===== src/rtl/hardwired_control_unit.sv =====
// Hardwired sequencer for ALU_System: INIT, two-byte fetch, single-cycle execute, HLT hold.
// Optional retired-instruction counter enabled by defining CU_INSTR_COUNT_EN.
module hardwired_control_unit #(
  parameter bit CLEAR_RF_ON_INIT = 1'b1,
  parameter int INSTR_CNT_W      = 16
) (
  input  logic                   Clock,
  input  logic                   Reset,
  input  logic [15:0]            IROut,
  input  logic [3:0]             ALUOutFlag,
  output logic [2:0]             RF_OutASel,
  output logic [2:0]             RF_OutBSel,
  output logic [1:0]             RF_FunSel,
  output logic [3:0]             RF_RSel,
  output logic [3:0]             RF_TSel,
  output logic [3:0]             ALU_FunSel,
  output logic [1:0]             ARF_OutCSel,
  output logic [1:0]             ARF_OutDSel,
  output logic [1:0]             ARF_FunSel,
  output logic [3:0]             ARF_RegSel,
  output logic                   IR_LH,
  output logic                   IR_Enable,
  output logic [1:0]             IR_Funsel,
  output logic                   Mem_WR,
  output logic                   Mem_CS,
  output logic [1:0]             MuxASel,
  output logic [1:0]             MuxBSel,
  output logic                   MuxCSel,
  output logic [1:0]             SeqState,
  output logic [INSTR_CNT_W-1:0] InstrCount
);

  typedef enum logic [1:0] {
    INIT    = 2'b00,
    FETCH_L = 2'b01,
    FETCH_H = 2'b10,
    EXEC    = 2'b11
  } state_t;

  localparam logic [1:0] FN_CLR = 2'b00;
  localparam logic [1:0] FN_LD  = 2'b01;
  localparam logic [1:0] FN_DEC = 2'b10;
  localparam logic [1:0] FN_INC = 2'b11;

  state_t     state, state_nxt;
  logic       halted, halted_nxt;
  logic [3:0] op;
  logic [1:0] rd, rs;
  logic [3:0] rd_en;
  logic       unused_ir;

  assign op       = IROut[15:12];
  assign rd       = IROut[11:10];
  assign rs       = IROut[9:8];
  assign rd_en    = 4'b1000 >> rd;
  assign SeqState = state;
  // Immediate/address byte is consumed by ALU_System directly, Z is the only flag we branch on.
  assign unused_ir = ^{IROut[7:0], ALUOutFlag[2:0]};

  always_ff @(posedge Clock or posedge Reset) begin
    if (Reset) begin
      state  <= INIT;
      halted <= 1'b0;
    end else begin
      state  <= state_nxt;
      halted <= halted_nxt;
    end
  end

  always_comb begin
    RF_OutASel  = 3'b000;
    RF_OutBSel  = 3'b000;
    RF_FunSel   = FN_CLR;
    RF_RSel     = 4'b0000;
    RF_TSel     = 4'b0000;
    ALU_FunSel  = 4'b0000;
    ARF_OutCSel = 2'b00;
    ARF_OutDSel = 2'b00;
    ARF_FunSel  = FN_CLR;
    ARF_RegSel  = 4'b0000;
    IR_LH       = 1'b0;
    IR_Enable   = 1'b0;
    IR_Funsel   = FN_CLR;
    Mem_WR      = 1'b0;
    Mem_CS      = 1'b1;
    MuxASel     = 2'b00;
    MuxBSel     = 2'b00;
    MuxCSel     = 1'b0;
    state_nxt   = state;
    halted_nxt  = halted;

    case (state)
      INIT: begin
        ARF_RegSel = 4'b1000;
        ARF_FunSel = FN_CLR;
        if (CLEAR_RF_ON_INIT) begin
          RF_RSel   = 4'b1111;
          RF_FunSel = FN_CLR;
        end
        state_nxt = FETCH_L;
      end

      // Both fetch cycles read mem[PC] into one IR byte and post-increment PC.
      FETCH_L, FETCH_H: begin
        ARF_OutDSel = 2'b00;
        Mem_CS      = 1'b0;
        IR_Enable   = 1'b1;
        IR_LH       = (state == FETCH_H);
        IR_Funsel   = FN_LD;
        ARF_RegSel  = 4'b1000;
        ARF_FunSel  = FN_INC;
        state_nxt   = (state == FETCH_L) ? FETCH_H : EXEC;
      end

      EXEC: begin
        if (!halted) begin
          state_nxt = FETCH_L;
          case (op)
            4'h0: begin
              MuxASel   = 2'b10;
              RF_RSel   = rd_en;
              RF_FunSel = FN_LD;
            end
            4'h1: begin
              ARF_OutDSel = 2'b01;
              Mem_CS      = 1'b0;
              MuxASel     = 2'b01;
              RF_RSel     = rd_en;
              RF_FunSel   = FN_LD;
            end
            4'h2: begin
              RF_OutASel  = {1'b0, rd};
              MuxCSel     = 1'b1;
              ALU_FunSel  = 4'b0000;
              ARF_OutDSel = 2'b01;
              Mem_CS      = 1'b0;
              Mem_WR      = 1'b1;
            end
            4'h3: begin
              MuxBSel    = 2'b10;
              ARF_RegSel = 4'b0100;
              ARF_FunSel = FN_LD;
            end
            4'h4, 4'h5, 4'h6, 4'h7, 4'h8: begin
              RF_OutASel = {1'b0, rd};
              RF_OutBSel = {1'b0, rs};
              MuxCSel    = 1'b1;
              MuxASel    = 2'b00;
              RF_RSel    = rd_en;
              RF_FunSel  = FN_LD;
              case (op)
                4'h4:    ALU_FunSel = 4'b0100;
                4'h5:    ALU_FunSel = 4'b0110;
                4'h6:    ALU_FunSel = 4'b0111;
                4'h7:    ALU_FunSel = 4'b1000;
                default: ALU_FunSel = 4'b1001;
              endcase
            end
            4'h9: begin
              RF_OutASel = {1'b0, rs};
              MuxCSel    = 1'b1;
              ALU_FunSel = 4'b0010;
              MuxASel    = 2'b00;
              RF_RSel    = rd_en;
              RF_FunSel  = FN_LD;
            end
            4'hA: begin
              RF_RSel   = rd_en;
              RF_FunSel = FN_INC;
            end
            4'hB: begin
              RF_RSel   = rd_en;
              RF_FunSel = FN_DEC;
            end
            4'hC, 4'hD, 4'hE: begin
              // BRA always, BEQ on Z=1, BNE on Z=0; a not-taken branch is a pure no-op.
              if (op == 4'hC || (op == 4'hD && ALUOutFlag[3]) || (op == 4'hE && !ALUOutFlag[3])) begin
                MuxBSel    = 2'b10;
                ARF_RegSel = 4'b1000;
                ARF_FunSel = FN_LD;
              end
            end
            default: begin
              halted_nxt = 1'b1;
              state_nxt  = EXEC;
            end
          endcase
        end
      end

      default: state_nxt = INIT;
    endcase
  end

`ifdef CU_INSTR_COUNT_EN
  logic [INSTR_CNT_W-1:0] instr_cnt;

  // The HLT execute cycle itself retires; only the hold cycles after it are frozen.
  always_ff @(posedge Clock or posedge Reset) begin
    if (Reset)
      instr_cnt <= '0;
    else if (state == EXEC && !halted)
      instr_cnt <= instr_cnt + {{(INSTR_CNT_W-1){1'b0}}, 1'b1};
  end

  assign InstrCount = instr_cnt;
`else
  assign InstrCount = '0;
`endif

endmodule


===== config.mk =====
export PLATFORM = sky130hd
export DESIGN_NAME = hardwired_control_unit
export DESIGN_NICKNAME = d
export VERILOG_FILES = /design/src/rtl/hardwired_control_unit.sv
export SDC_FILE = /design/constraint.sdc
export NUM_CORES = 1
export LEC_CHECK = 0
export CAP_MARGIN = 20
export CORE_MARGIN = 5
export CORE_UTILIZATION = 31
export CTS_BUF_LIST = sky130_fd_sc_hd__clkbuf_16
export DETAILED_ROUTE_END_ITERATION = 12
export PLACE_DENSITY = 0.88
export SLEW_MARGIN = 40
export SYNTH_ARGS = -nofsm -noshare
export SYNTH_HDL_FRONTEND = slang
export SYNTH_SLANG_ARGS = --single-unit

===== constraint.sdc =====
create_clock -name Clock -period 2.5 [get_ports Clock]
set_clock_uncertainty 0.1 [all_clocks]
set_input_delay 0.375 -clock Clock [delete_from_list [all_inputs] [get_ports Clock]]
set_output_delay 0.375 -clock Clock [all_outputs]
set_load 0.005 [all_outputs]

; Word-level counts from Yosys, hierarchy flattened
; Index checks and enable logic that the tools add are counted.
[totals]
out_inout_bits = 59
reg_bits = 3
in_bits = 22
word_cells = 90
[op_classes]
muxes = 52
n_reduce_logical = 17
eq_ne = 18
shifts = 1
[ops]
columns = op, count
row1 = one-hot mux 4 bit (2 select lines), 4
row2 = "== test 4 bit, second input constant", 7
row3 = two-way mux 2 bit, 14
row4 = two-way mux 4 bit, 6
row5 = two-way mux 1 bit, 19
row6 = one-hot mux 2 bit (3 select lines), 3
row7 = "== test 4 x 3 -> 1 bit, second input constant", 4
row8 = one-hot mux 4 bit (4 select lines), 1
row9 = OR reduction 15 bit, 1
row10 = one-hot mux 2 bit (2 select lines), 3
row11 = OR reduction 10 bit, 1
row12 = "== test 4 x 2 -> 1 bit, second input constant", 2
row13 = OR reduction 8 bit, 1
row14 = OR reduction 7 bit, 1
row15 = OR reduction 3 bit, 2
row16 = OR reduction 6 bit, 1
row17 = OR reduction 5 bit, 1
row18 = "== test 2 bit, second input constant", 2
row19 = "== test 4 x 1 -> 1 bit, second input constant", 1
row20 = zero test 4 bit, 1
row21 = one-hot mux 1 bit (2 select lines), 2
row22 = OR reduction 2 bit, 2
row23 = ">> shifter 4 x 2 -> 4 bit, first input constant", 1
row24 = "== test 2 x 1 -> 1 bit, second input constant", 1
row25 = other kinds (5), 7

; Logic depth before layout (Yosys ltp)
; Gate-level depths: netlist of the first run.
[logic_depth]
depth_word = 8
depth_mapped = 5
mapped_depth_nobuf = 5

; Least setup slack after synthesis of the first run
; Ideal clock, no wire load.
[synth_timing]
path_type = register to output
startpoint = register state[0] (netlist: SeqState[0])
endpoint = output port RF_RSel[0]
required_ps = 2025
slack_ps = 386
n_path_buf = 0
t_arrival_ps = 1639
path_stages_with_launch = 5
cell_sequence = dfrtp_1 inv_1 ha_1 or3_4 o41ai_1
[synth_via]
elab_chain_len = 2
[synth_lines]
columns = item, line_no
row1 = "start, declared", 45  ; state_t state, state_nxt;
row2 = "start signal, assigned", 65  ; state <= state_nxt;
row3 = == test 2 bit or zero test 2 bit (tied branches), 92  ; case (state)
row4 = one-hot mux 4 bit (2 select lines) (*), 92
row5 = "end, declared", 14  ; output logic [3:0] RF_RSel,
; Mark *: on every way between the ends. The rest lies on a longest branch, timed or not.

; Worst setup path in the final report of the first run
[layout_timing]
startpoint = input port IROut[12]
endpoint = output port ALU_FunSel[1]
[layout_via]
elab_chain_len = 5
[layout_lines]
columns = item, line_no
row1 = "start, declared", 9  ; input logic [15:0] IROut,
row2 = == test 4 x 3 -> 1 bit or == test 4 bit (tied branches), "118, 151"
row3 = one-hot mux 4 bit (4 select lines) or OR reduction 5 bit (tied branches), -
row4 = one-hot mux 4 bit (2 select lines) (*), 118  ; case (op)
row5 = two-way mux 4 bit (*), 116  ; if (!halted) begin
row6 = two-way mux 4 bit (*), 92
row7 = "end, declared", 16  ; output logic [3:0] ALU_FunSel,
; Marks and branches as above.

==> impl_results.md, run 1 <==
- Status: finished, final reports clean
- Root Driver: clkbuf_16
- FF+latch count, synth: 3
- Drt first pass iters: 4
- Hpwl dp: 1900 um
- Ys async rst share: 100%
- Initial antenna violation count: 0
- Worst path cell trace: clkdlybuf4s50_1 > buf_6 > nor4bb_2 > o21a_1 > clkdlybuf4s50_1
- EDFF count, synth: 0
- CTS max path bufs: 2
- Max-cap viol count: 0
- Register Area: 75.1 um^2
- Share of layout cells above drive strength 1: between 20% and 30%
- Seq/Total Area, Yosys: under 10%
- CP bufs+invs: 3
- Cell area after layout: about 1400 um^2
- Synthesis-to-finish area growth: 67.3%
- Fin. max-slew vios: 0
- Max Fclk: between 400 and 500 MHz
- Period utilisation layout: around 99%
- Num ports: 81
- Area leader, netlist: buf_4
- Drt initial violations: 16
- Power per cell area: approximately 800 nW/um^2
- Detailed-route via count: 913
- CP max FO: 12
- Core footprint: ~2700 um^2
- Post-synth top area share: between 20% and 30%
- Main synth FF type: dfrtp_1
- Lkg Pwr: 0.785 nW
- Endpoints failing setup: 0
- Final Total Pwr: about 1.2 mW
- Syn Area/Cell: 7.24 um^2
- YS warnings: 0
- Die height: between 60 and 70 um
- Synth unique cells: 35
- Min Hold Slack: around 0.22 ns
- Clk Latency, worst-skew pair: between 0.2 and 0.25 ns
- Final wirelength: ~2600 um
- Initial core utilization: between 30% and 40%
- Clock slew at reported path FFs: roughly 0.030 ns
- Largest net degree at the start of global routing: 14
- Crit path DAT: just under 2 ns
- Cell family contributing the most delay on the critical path: buffers and inverters
- Drt drc: 0
- Delay of the slowest critical-path stage: approximately 0.5 ns
- Worst hold path class: input port to async pin
- CTS tree: yes
- Crit-path most repeated cell: clkdlybuf4s50_1
- Top post-synthesis cells by area: buf_4 (27%), dfrtp_1 (8.7%), ha_1 (7.3%), a21oi_1 (5.2%), nor2b_1 (4.4%)
- Wirelength per Cell: roughly 12 um
- Die area: around 3900 um^2
- Remaining global-route overflow: 0
- Cell Rows: 19
- Die W: around 63 um
- RD Place Congestion: 0.852
- Area after DPL: 1290 um^2
- GRT Total Usage: about 12%
- First-pass GRT wire length: 4030 um
- Crit end category: output pin
- Syn Std Cell Area: approximately 860 um^2
- Antenna Nets Post-Route: 0
- Multi-input logic area: 669 um^2
- Vias per cell: 4.41
- CTS Sinks: 3
- Layout fillers: between 200 and 300
- Nets@finish: between 200 and 250
- Mapped Cells: about 120
- H-tree depth: 1
- TritonCTS Buffers: 3
- Slowest stage cell on the critical path: clkdlybuf4s50_1
- Maximum vdd drop: just over 0.0006 V
- CP required: about 2.0 ns
- CP Class: input port to output pin
- Final hold violations: 0
- CP startpoint kind: input port
- Vias in the first global route: ~900
- Fin crit period: about 2.5 ns
- Inserted Diodes: 0
- PortBufs: 40
-- metrics by stage --
step / std cells / setup WS (ns) / utilization, % / TNS, ns
floorplan: 147 / 0.386 / - / 0
global placement: 201 / -0.388 / 47.6 / -4.39
detailed placement: 201 / -0.412 / 47.6 / -4.48
CTS: 207 / -0.0165 / 52.5 / -0.0165
global route: 207 / -0.0553 / 53.2 / -0.0695
finish: 207 / 0.0335 / 53.2 / 0
-- kinds of logic after synthesis --
logic type / after synthesis / share of synthesized area (%)
adder cells (fa/ha/maj): 5 / 7.26
AO/OA/AOI/OAI: 23 / 17.6
other: 1 / 0.435
multiplexers: 3 / 3.77
buffers and inverters: 45 / 34.0
XOR/XNOR: 1 / 1.02
flip-flops: 3 / 8.71
AND/OR/NAND/NOR: 38 / 27.3
-- synth_stat cells (all sizes together) (3+ instances only) --
library cell  number
inv                9
nor3b              3
nor2b              6
o41ai              4
buf               33
nor2               3
a21oi              9
and2               4
nand2b             4
ha                 5
nand2              8
nor3               3
o21ai              3
dfrtp              3
clkbuf             3
-- report_power, final --
part	switching [mW]	leakage, nW	internal, mW
clock	0.0474	0.0423	0.207
combinational	0.338	0.709	0.465
sequential	0.0214	0.0344	0.0745
total	0.407	0.785	0.746
-- timing repair --
action / in CTS / in global routing
endpoints found under the setup margin: 21 / 9
setup buffers: 2 / 0
hold buffers: 0 / 0
gates resized for setup: 36 / 10
pin swaps: 3 / 1
-- cell type report --
class,instances,area share [%]
clock inverters,1,0.260
flip-flops and latches,3,5.20
well taps,31,2.69
inverters,9,2.34
multi-input cells,99,46.4
clock buffers,3,5.20
repair buffers,61,37.9
-- flip-flops by register name, summed over array words and instances (netlist names) --
name and count:
halted 1, SeqState 2
-- final timing paths --
path	from	to	slack [ns]	cells past startpoint
max	IROut[12]	ALU_FunSel[1]	0.03	5
min	Reset	halted$_DFFE_PP0P_	0.22	2
max reg2reg	SeqState[0]$_DFFE_PP0P_	SeqState[1]$_DFFE_PP0P_	1.03	6
min reg2reg	halted$_DFFE_PP0P_	halted$_DFFE_PP0P_	0.46	1
max in group asynchronous	Reset	SeqState[0]$_DFFE_PP0P_	1.95	2
min in group Clock	halted$_DFFE_PP0P_	halted$_DFFE_PP0P_	0.46	1
-- per-layer routing --
layer	vias up	share of wire, %	track usage [%]
met4	0	0.63	5.31
met1	410	41	14.6
met3	2	7.9	2.16
li1	456	-	-
met2	45	50	20.3
met5	-	0	0
-- layout by cell type (no fill, tap or decap), types with 2 or more instances in the layout --
cell             instances
conb_1                  29
buf_4                   19
clkdlybuf4s50_1         18
dlygate4sd2_1           15
inv_1                   10
nand2_1                  8
a21oi_1                  7
nor2b_1                  5
nand2b_1                 4
o41ai_2                  4
ha_1                     4
dfrtp_1                  3
and2_1                   3
nor3b_1                  3
nor3_1                   3
o21ai_0                  3
clkbuf_16                3
dlymetal6s2s_1           3
or4b_4                   2
nor2_1                   2
a21oi_2                  2
mux2_2                   2
clkbuf_2                 2
clkdlybuf4s15_2          2
buf_6                    2
Note: power is estimated with default switching activity, not from simulation.
==> inputs of run 2 (changes only) <==
- PLACE_DENSITY: 0.88 -> 0.82
- RECOVER_POWER: default -> 25
==> run 2 against run 1 <==
  * Sequential power up 3.2%
  * Die area did not move
  * First-iteration DRC count rose by 56%
  * Register-to-register slack barely moved
==> impl_results.md, run 2 (synthesis gave the netlist of run 1 again) <==
- Cell family contributing the most delay on the critical path: buffers and inverters (unchanged)
- CP max FO: 2 (was 12)
- Setup repair after global routing missed its margin: false
- Layout fillers: 252 (was 263)
- Wirelength per Cell: 11.9 um (was 12.3 um)
- Drt initial violations: 25 (was 16)
- Synthesis-to-finish area growth: 65.2% (was 67.3%)
- Die W: 62.7 um (unchanged)
- Drt first pass iters: 4 (unchanged)
- H-tree depth: 1 (unchanged)
- Max Fclk: 409 MHz (was 405 MHz)
- CTS max path bufs: 2 (unchanged)
- Final worst slack: 0.0522 ns (was 0.0335 ns)
- Status: finished, final reports clean (unchanged)
- Fin crit period: 2.45 ns (was 2.47 ns)
- Final hold violations: 0 (unchanged)
- CP required: 2.03 ns (about the same)
- Initial antenna violation count: 0 (unchanged)
- CP startpoint kind: input port (unchanged)
- Period utilisation layout: 97.9% (was 98.7%)
- Share of layout cells above drive strength 1: 26.3% (was 27.3%)
- Die height: 62.7 um (unchanged)
- Core footprint: 2710 um^2 (unchanged)
- Register Area: 75.1 um^2 (unchanged)
- Delay of the slowest critical-path stage: 0.51 ns (was 0.50 ns)
- Fin util: 52.5% (was 53.2%)
- Commonest non-fill, non-tap cell in the layout: conb_1 (unchanged)
- Crit path DAT: 1.97 ns (was 1.99 ns)
- Lkg Pwr: 0.786 nW (was 0.785 nW)
- Remaining global-route overflow: 0 (unchanged)
- Critical R2R Launch: SeqState[0]$_DFFE_PP0P_ (unchanged)
- Maximum vdd drop: 0.000603 V (was 0.000617 V)
- Endpoints failing setup: 0 (unchanged)
- Nets@finish: 203 (was 204)
- CTS Sinks: 3 (unchanged)
- Max reg flops: 2 (unchanged)
- Num ports: 81 (unchanged)
- Detailed-route via count: 905 (was 913)
- Min Hold Slack: 0.367 ns (was 0.219 ns)
- Vias per cell: 4.39 (was 4.41)
- Initial core utilization: 31.8% (unchanged)
- Slowest stage cell on the critical path: or4b_4 (was clkdlybuf4s50_1)
- Clock slew at reported path FFs: 0.03 ns (about the same)
- Crit-path most repeated cell: clkdlybuf4s50_1 (unchanged)
- Vias in the first global route: 859 (was 897)
- Worst hold path class: input port to async pin (unchanged)
- Multi-input logic area: 672 um^2 (was 669 um^2)
- TritonCTS Buffers: 3 (unchanged)
- Antenna Nets Post-Route: 0 (unchanged)
- Worst path cell trace: clkdlybuf4s50_1 > or4b_4 > a21oi_2 > clkdlybuf4s50_1 (was clkdlybuf4s50_1 > buf_6 > nor4bb_2 > o21a_1 > clkdlybuf4s50_1)
- PortBufs: 40 (unchanged)
- Final Total Pwr: 1.15 mW (about the same)
- Hpwl dp: 1860 um (was 1900 um)
- Cts hold-fix bufs: 0 (unchanged)
- R2R setup slack: 1.02 ns (was 1.03 ns)
- First-pass GRT wire length: 3900 um (was 4030 um)
- Worst r2r dst: SeqState[1]$_DFFE_PP0P_ (unchanged)
- Crit end category: output pin (unchanged)
- Die area: 3940 um^2 (unchanged)
- Largest net degree at the start of global routing: 14 (unchanged)
- GRT Total Usage: 11.9% (was 12.0%)
- Power per cell area: 806 nW/um^2 (was 799 nW/um^2)
- Commonest non-fill, non-tap cells in the layout: conb_1 (29), buf_4 (19), clkdlybuf4s50_1 (17) (was conb_1 (29), buf_4 (19), clkdlybuf4s50_1 (18))
- RD Place Congestion: 0.803 (was 0.852)
- Cell Rows: 19 (unchanged)
- Root Driver: clkbuf_16 (unchanged)
- CP bufs+invs: 2 (was 3)
- Final wirelength: 2450 um (was 2560 um)
- Inserted Diodes: 0 (unchanged)
- Reg2Reg Depth: 6 (unchanged)
- Dpl ws: -0.426 ns (was -0.412 ns)
- Clk Latency, worst-skew pair: 0.22 ns (was 0.23 ns)
- CP Class: input port to output pin (unchanged)
- Drt drc: 0 (unchanged)
- CTS tree: yes (unchanged)
- Max-cap viol count: 0 (unchanged)
- Fin. max-slew vios: 0 (unchanged)
==> run 2: timing repair <==
action	in CTS	in global routing
buffers inserted	2	0
hold endpoints to repair	0	0
endpoints found under the setup margin	21	11
gates resized for setup	31	16
pin swaps	3	1
==> run 2: cell type report <==
type | count | area share (%)
timing repair buffer | 60 | 36.9
sequential | 3 | 5.27
clock inverter | 1 | 0.264
inverter | 9 | 2.37
clock buffer | 3 | 5.27
multi-input combinational | 99 | 47.2
tap | 31 | 2.72
==> run 2: how the worst max path moves through the flow <==
stage / start / end / depth (start not counted)
detailed placement: IROut[14] / RF_OutBSel[1] / 5
CTS: SeqState[0]$_DFFE_PP0P_ / RF_RSel[0] / 6
global placement: IROut[14] / RF_OutBSel[1] / 5
finish: IROut[13] / ALU_FunSel[3] / 4
global route: IROut[13] / RF_OutASel[0] / 7
floorplan: SeqState[0]$_DFFE_PP0P_ / RF_RSel[0] / 4
==> run 2: per-stage QoR <==
| step | std cells | area, um^2 | TNS (ns) |
|---|---|---|---|
| finish | 206 | 1420 | 0 |
| global route | 206 | 1420 | 0 |
| CTS | 206 | 1390 | -0.0452 |
| detailed placement | 200 | 1280 | -5.08 |
| global placement | 200 | 1280 | -4.61 |
| floorplan | 147 | 967 | 0 |
==> run 2: power by group <==
group | switching [mW] | internal (mW) | leakage (nW)
logic | 0.345 | 0.454 | 0.709
clock network | 0.0440 | 0.206 | 0.0423
registers | 0.0244 | 0.0746 | 0.0344
total | 0.413 | 0.735 | 0.786
==> run 2: layer usage <==
layer,vias up,GRT usage [%],wire length [um]
li1,455,-,-
met1,406,14.0,991
met2,42,19.8,1200
met3,2,3.24,231
met4,0,5.57,19
met5,-,0,0
==> inputs of run 3 (changes only) <==
- SETUP_SLACK_MARGIN: default -> 0.4
==> run 3 against run 2 <==
  * First-iteration DRC count fell by 28%
  * Final area grew 8.7%
  * Die area unchanged
  * Via count increased by 6.6%
  * Critical path depth grew 2
  * Final cell count up 4.4%
  * Combinational power increased by 14%
  * Sequential cell count stayed put
  * Critical path type is now flop to output pin
==> impl_results.md, run 3 (synthesis gave the netlist of run 1 again) <==
- Max reg flops: 2 (unchanged)
- Status: finished, final reports clean (unchanged)
- Crit end category: output pin (unchanged)
- GRT Total Usage: 13.4% (was 11.9%)
- Die height: 62.7 um (unchanged)
- H-tree depth: 1 (unchanged)
- Final wirelength: 3020 um (was 2450 um)
- Endpoints failing setup: 0 (unchanged)
- Detailed-route via count: 965 (was 905)
- Remaining global-route overflow: 0 (unchanged)
- Min Hold Slack: 0.367 ns (about the same)
- Num ports: 81 (unchanged)
- Max Fclk: 435 MHz (was 409 MHz)
- Commonest non-fill, non-tap cell in the layout: conb_1 (unchanged)
- Nets@finish: 212 (was 203)
- Fin. max-slew vios: 0 (unchanged)
- Setup repair after global routing missed its margin: true (was false)
- Share of layout cells above drive strength 1: 46.2% (was 26.3%)
- Die W: 62.7 um (unchanged)
- Area after DPL: 1280 um^2 (unchanged)
- Cells after DPL: 200 (unchanged)
- CP startpoint kind: flop (was input port)
- Initial antenna violation count: 0 (unchanged)
- Max-cap viol count: 0 (unchanged)
- Crit path DAT: 1.82 ns (was 1.97 ns)
- Vias per cell: 4.49 (was 4.39)
- CP required: 2.03 ns (about the same)
- Die area: 3940 um^2 (unchanged)
- Final hold violations: 0 (unchanged)
- Lkg Pwr: 0.831 nW (was 0.786 nW)
- CTS max path bufs: 2 (unchanged)
- Fin crit period: 2.30 ns (was 2.45 ns)
- Largest net degree at the start of global routing: 13 (was 14)
- Antenna Nets Post-Route: 0 (unchanged)
- CP max FO: 4 (was 2)
- Hpwl dp: 1860 um (unchanged)
- Root Driver: clkbuf_16 (unchanged)
- Initial core utilization: 31.8% (unchanged)
- Final worst slack: 0.203 ns (was 0.0522 ns)
- Maximum vdd drop: 0.000591 V (was 0.000603 V)
- Vias in the first global route: 929 (was 859)
- Cts hold-fix bufs: 0 (unchanged)
- Core footprint: 2710 um^2 (unchanged)
- Clock slew at reported path FFs: 0.03 ns (about the same)
- Cell area after layout: 1550 um^2 (was 1420 um^2)
- R2R setup slack: 1.05 ns (was 1.02 ns)
- CP Class: flop to output pin (was input port to output pin)
- Cell Rows: 19 (unchanged)
- Drt first pass iters: 4 (unchanged)
- Commonest non-fill, non-tap cells in the layout: conb_1 (29), buf_4 (24), buf_2 (14) (was conb_1 (29), buf_4 (19), clkdlybuf4s50_1 (17))
- Inserted Diodes: 0 (unchanged)
- RD Place Congestion: 0.803 (unchanged)
- CTS Sinks: 3 (unchanged)
- TritonCTS Buffers: 3 (unchanged)
- Dpl ws: -0.426 ns (unchanged)
- Period utilisation layout: 91.9% (was 97.9%)
- PortBufs: 40 (unchanged)
- Synthesis-to-finish area growth: 79.5% (was 65.2%)
- Drt drc: 0 (unchanged)
- Clk Latency, worst-skew pair: 0.22 ns (about the same)
- Worst hold path class: input port to async pin (unchanged)
- Fin cells: 215 (was 206)
- Drt initial violations: 18 (was 25)
- Final Total Pwr: 1.26 mW (was 1.15 mW)
- CTS tree: yes (unchanged)
- First-pass GRT wire length: 4350 um (was 3900 um)
- Wirelength per Cell: 14.0 um (was 11.9 um)
- Power per cell area: 816 nW/um^2 (was 806 nW/um^2)
[run 3: changes by cell type in the layout (fill, tap and decap cells not counted), sizes merged]
cell	delta
buf	+21
clkdlybuf4s50	-11
dlygate4sd2	-8
clkbuf	+5
clkdlybuf4s15	+2
dlygate4sd3	-1
dlymetal6s2s	+1
[run 3: stage by stage]
stage	TNS, ns	util, %
after CTS	0	54.1
after floorplan	0	-
final	0	57.1
after global placement	-4.61	47.3
after detailed placement	-5.08	47.3
after global routing	0	57.1
[run 3: cell type report]
| type | count | area, um^2 |
|---|---|---|
| clock inverter | 1 | 3.75 |
| clock buffer | 3 | 75.1 |
| tap | 31 | 38.8 |
| inverter | 9 | 36.3 |
| sequential | 3 | 76.3 |
| fill | 240 | 1160 |
| multi-input combinational | 99 | 777 |
| timing repair buffer | 69 | 541 |
[run 3: path summary, 6_finish.rpt]
kind	from	to	depth (start not counted)
worst min-delay path	Reset	SeqState[0]$_DFFE_PP0P_	2
max in group asynchronous	Reset	halted$_DFFE_PP0P_	2
worst max-delay path	SeqState[0]$_DFFE_PP0P_	RF_RSel[2]	6
worst min register to register	halted$_DFFE_PP0P_	halted$_DFFE_PP0P_	1
min in group Clock	halted$_DFFE_PP0P_	halted$_DFFE_PP0P_	1
worst max register to register	SeqState[0]$_DFFE_PP0P_	SeqState[1]$_DFFE_PP0P_	6
[run 3: power breakdown]
| part | internal [mW] | total, mW | leakage [nW] | switching (mW) |
|---|---|---|---|---|
| Sequential | 0.0762 | 0.105 | 0.0335 | 0.0286 |
| Combinational | 0.495 | 0.908 | 0.755 | 0.413 |
| Clock | 0.206 | 0.250 | 0.0423 | 0.0442 |
| Total | 0.777 | 1.26 | 0.831 | 0.486 |
[run 3: routing by layer]
metal	global-route usage (%)	routed length [um]
met4	4.77	22
met5	0	0
met1	14.7	1120
met2	24.2	1640
met3	3.60	228
[run 3: critical path, cell delays in order, from the launching register on]
cell and delay (ns):
dfrtp_1 0.35, clkbuf_1 0.18, inv_4 0.06, ha_4 0.24, or3_4 0.38, o41ai_2 0.23, buf_2 0.17
[run 3: timing repair]
item                                    in CTS  in global routing
setup buffers                                8                  3
pin swaps                                   12                  8
resized for setup                          103                 30
cloned                                       0                  0
endpoints found under the setup margin      24                 25
